[src/rtl/asrm_ram_arbiter.sv]
// Two-port round-robin arbiter in front of a single fixed-latency RAM.
// Each access is latched in IDLE, held stable through BUSY, and acknowledged in DONE.
module asrm_ram_arbiter #(
    parameter int wordsize    = 16,
    parameter int ram_latency = 2
) (
    input  logic                clk,
    input  logic                reset,
    input  logic                a_req,
    input  logic                b_req,
    input  logic [wordsize-1:0] a_addr,
    input  logic [wordsize-1:0] b_addr,
    input  logic [wordsize-1:0] a_wdata,
    input  logic [wordsize-1:0] b_wdata,
    input  logic                a_we,
    input  logic                b_we,
    output logic                a_ack,
    output logic                b_ack,
    output logic [wordsize-1:0] a_rdata,
    output logic [wordsize-1:0] b_rdata,
    output logic [wordsize-1:0] ram_addr,
    output logic [wordsize-1:0] ram_data_out,
    output logic                ram_write_en,
    input  logic [wordsize-1:0] ram_data_in,
    output logic                busy,
    output logic                grant,
    output logic [1:0]          dbg_state
);

    // Handshake: a request is taken when req is high in an IDLE cycle; the
    // access then runs to completion and ack pulses for one cycle.
    typedef enum logic [1:0] {
        IDLE = 2'd0,
        BUSY = 2'd1,
        DONE = 2'd2
    } state_t;

    localparam logic [3:0] LAT = 4'(ram_latency);

    state_t              state, state_next;
    logic [3:0]          count;
    logic [wordsize-1:0] lat_addr, lat_wdata;
    logic                lat_we;
    logic                last_b;
    logic                pick_b, start, finish;

    assign dbg_state = state;

    always_comb begin
        state_next   = state;
        pick_b       = 1'b0;
        start        = 1'b0;
        finish       = 1'b0;
        busy         = 1'b0;
        ram_addr     = '0;
        ram_data_out = '0;
        ram_write_en = 1'b0;
        a_ack        = 1'b0;
        b_ack        = 1'b0;
        case (state)
            IDLE: begin
                if (a_req || b_req) begin
                    start      = 1'b1;
                    // On a tie the port that did not win last time goes first.
                    pick_b     = b_req && (!a_req || !last_b);
                    state_next = BUSY;
                end
            end
            BUSY: begin
                busy         = 1'b1;
                ram_addr     = lat_addr;
                ram_data_out = lat_wdata;
                ram_write_en = lat_we && (count == LAT);
                if (count == 4'd1) begin
                    finish     = 1'b1;
                    state_next = DONE;
                end
            end
            DONE: begin
                busy       = 1'b1;
                a_ack      = !grant;
                b_ack      = grant;
                state_next = IDLE;
            end
            default: state_next = IDLE;
        endcase
    end

    always_ff @(posedge clk) begin
        if (!reset) begin
            state     <= IDLE;
            count     <= 4'd0;
            grant     <= 1'b0;
            last_b    <= 1'b1;
            lat_addr  <= '0;
            lat_wdata <= '0;
            lat_we    <= 1'b0;
            a_rdata   <= '0;
            b_rdata   <= '0;
        end else begin
            state <= state_next;
            if (start) begin
                count     <= LAT;
                grant     <= pick_b;
                last_b    <= pick_b;
                lat_addr  <= pick_b ? b_addr  : a_addr;
                lat_wdata <= pick_b ? b_wdata : a_wdata;
                lat_we    <= pick_b ? b_we    : a_we;
            end else if (state == BUSY) begin
                count <= count - 4'd1;
            end
            if (finish && !lat_we) begin
                if (grant) b_rdata <= ram_data_in;
                else       a_rdata <= ram_data_in;
            end
        end
    end

endmodule

[config.mk]
export PLATFORM = sky130hd
export DESIGN_NAME = asrm_ram_arbiter
export DESIGN_NICKNAME = d
export VERILOG_FILES = /design/src/rtl/asrm_ram_arbiter.sv
export SDC_FILE = /design/constraint.sdc
export NUM_CORES = 1
export LEC_CHECK = 0
export BUFFER_PORTS_ARGS = -buffer_cell sky130_fd_sc_hd__clkbuf_2
export CORE_UTILIZATION = 51
export CTS_BUF_LIST = sky130_fd_sc_hd__clkbuf_2 sky130_fd_sc_hd__clkbuf_4 sky130_fd_sc_hd__clkbuf_8
export DETAILED_ROUTE_END_ITERATION = 8
export PLACE_DENSITY_LB_ADDON = 0.08
export SLEW_MARGIN = 5
export SYNTH_ARGS = -nofsm -noshare
export SYNTH_HDL_FRONTEND = slang
export SYNTH_SLANG_ARGS = --single-unit
[constraint.sdc]
create_clock -name clk -period 6.1 [get_ports clk]
set_input_delay 1.525 -clock clk [delete_from_list [all_inputs] [get_ports clk]]
set_output_delay 1.525 -clock clk [all_outputs]
set_load 0.05 [all_outputs]
==> qor.yml <==
core_mm2: 0.005991
cts_buffer_depth: 2
antenna_left: 0
antenna_cells: 0
worstSetupEndpointType: "output port"
grt_pass1_vias: 2496
via_count: 2954
drt-pass1-iter-count: 4
cts_made_buffers: 9
yosysSeqAreaShare_pct: 45.47
insertion_delay_ns: 0.34
yosys.area_share.simple_pct: 22.69
drive_gt1_share_pct: 36.59
dpl_worst_slack_ns: 2.356
synth_top_area_share_pct: 45.47
cts.sinks: 73
p_leak_nw: 2.114
postCtsSetupBuffers: 0
syn_inst: 378
rsz0062_at_grt: "no"
drtIter0Drc: 148
status: "completed"
std_cell_rows: 28
port_buffers: 156
synth_top_family_by_area: "simple AND/OR/NAND/NOR gates"
min_period_ns: 4.083
cts-resized-gates: 0
wl_per_cell_um: 11.65
synth_compound_area_share_pct: 13.31
grt_pass1_wl_mm: 10.67
die-area_mm2: 0.006624
worstSetupStartpointType: "flip-flop"
arrival_ns: 2.56
synth.avg_cell_area_um2: 8.504
worst_slack_ns: 2.017
vdd_drop_max_mv: 0.3832
antenna_found_initial: 0
hp-class: "flip-flop to flip-flop"
wirelength_mm: 6.953
gp_congestion: 0.7484
dieHeight_um: 81.39
period_share_pct: 66.94
root_buffer: "clkbuf_8"
path_clk_slew_ns: 0.07
cp_max_fo: 40
synth.distinct_cells: 29
cts.hold.buffers_added: 0
grt_max_degree: 70
synth_warnings: 0
yosysTopAreaCell: "dfxtp_1"
cts_tree: "built"
synth.area.top_cells: "dfxtp_1 45%, mux2i_1 10%, nand2_1 8.4%"
synth-xor-area-share_pct: 0.8174
p_per_area_mw_per_mm2: 357.8
post_dp_cell_area_mm2: 0.003976
drcViolationCount: 0
htreeDepth: 3
power.total_w: 0.001512
avgViaCountPerCell: 4.948
slew_headroom_pct: 20.66
hpwl_mm: 5.011
finalHoldViolations: 0
design.portCount: 157
synth_mux_area_share_pct: 10.28
finalSetupViolations: 0
design_area_mm2: 0.004224
syn-num-nets: 470
ys_seq_elements: 73
final_max_slew_viol_count: 0
grt_usage_pct: 21.29
overflow: 0
area_growth_pct: 31.41
critPathKind: "flip-flop to output port"
finalNetCount: 609
synthAdderAreaFrac_pct: 2.336
finalSetupTns_ns: 0
max_cap_violations: 0
die_w_um: 81.39
start_util_pct: 53.65
clock_skew_ns: 0.01063
worstMarginPinSlew_ns: 1.190
place_inst: 581
max_freq_ghz: 0.2449
required_ns: 4.58
final_cells: 597
netlist_area_mm2: 0.003214
-- through the flow --
stage	hold slack, ns	util (%)
CTS	0.4513	70.51
detailed placement	0.4348	66.37
floorplan	0.4167	-
global placement	0.4255	66.37
global route	0.4700	70.51
finish	0.4473	70.51
-- cells in the mapped netlist --
master    number
xor2_1         1
o21ai_0       54
nor2b_1        1
o32ai_1        1
or3b_1         1
nand2_1       72
or2_2          1
clkbuf_1      22
inv_1          5
or4b_1         1
buf_6          3
and2_1        34
a21boi_0       1
buf_1          1
o21ai_2       12
mux2i_1       33
ha_1           6
dfxtp_1       73
o221a_2        1
a21oi_1        1
nand3_1       33
nor4b_1        1
buf_2          5
xnor2_1        2
o21ai_1        4
nor2_1         6
nor3_1         1
nor3b_1        1
and3_1         1
-- critical path, cell delays in order (launching register included) --
cell,delay (ns)
dfxtp_1,0.33
inv_1,0.09
ha_1,0.86
or3b_1,0.48
nor2_1,0.16
clkbuf_2,0.30
-- registers in the layout, indices dropped and copies added (netlist names) --
name       cells
lat_we         1
lat_wdata     16
last_b         1
grant          1
b_rdata       16
dbg_state      2
lat_addr      16
a_rdata       16
count          4
-- final timing paths --
kind                                    from            to  slack [ns]  cells past startpoint
worst min-delay path            lat_wdata[8]  lat_wdata[8]        0.45                      2
worst max-delay path            dbg_state[1]  ram_write_en        2.02                      5
worst max register to register  dbg_state[1]    a_rdata[4]        3.23                      7
worst min register to register  lat_wdata[8]  lat_wdata[8]        0.45                      2
-- placed cells by master, fill, tap and decap left out, types with 3 or more instances in the layout --
master | Yosys | routed
nand3_1 | 33 | 32
nand2_1 | 72 | 72
o21ai_1 | 4 | 4
and2_1 | 34 | 34
o21ai_2 | 12 | 12
inv_1 | 5 | 5
ha_1 | 6 | 6
o21ai_0 | 54 | 54
buf_4 | 0 | 3
nor2_1 | 6 | 6
bufinv_16 | 0 | 3
clkbuf_8 | 0 | 10
dfxtp_1 | 73 | 73
mux2i_1 | 33 | 33
clkbuf_2 | 0 | 156
-- metal layers --
| metal | vias to the layer above | GRT usage (%) | part of all wire (%) |
|---|---|---|---|
| met5 | - | 0 | 0 |
| met4 | 0 | 8.036 | 1.4 |
| met3 | 9 | 5.843 | 5.6 |
| met2 | 94 | 37.58 | 49 |
| met1 | 1301 | 24.18 | 44 |
| li1 | 1550 | - | - |
-- power by group --
| part | total [W] | internal [W] | switching [W] |
|---|---|---|---|
| clock network | 0.000460 | 0.000287 | 0.000173 |
| logic | 0.000466 | 0.000148 | 0.000318 |
| registers | 0.000586 | 0.000548 | 0.0000379 |
-- cell families (layout without fill, tap and decap cells) --
family / after synthesis / count (layout)
buffers and inverters: 36 / 180
adder cells (fa/ha/maj): 6 / 6
AND/OR/NAND/NOR: 153 / 153
XOR/XNOR: 3 / 3
AO/OA/AOI/OAI: 74 / 74
multiplexers: 33 / 33
flip-flops: 73 / 73
-- final cells by class --
class                      count  area (um^2)
timing repair buffer         159        803.3
multi-input combinational    269         1599
inverter                       5        18.77
tap                           75        93.84
fill                         511         1767
clock inverter                 5        102.6
clock buffer                  11        145.1
sequential                    73         1461
Note: power is estimated with default switching activity, not from simulation.
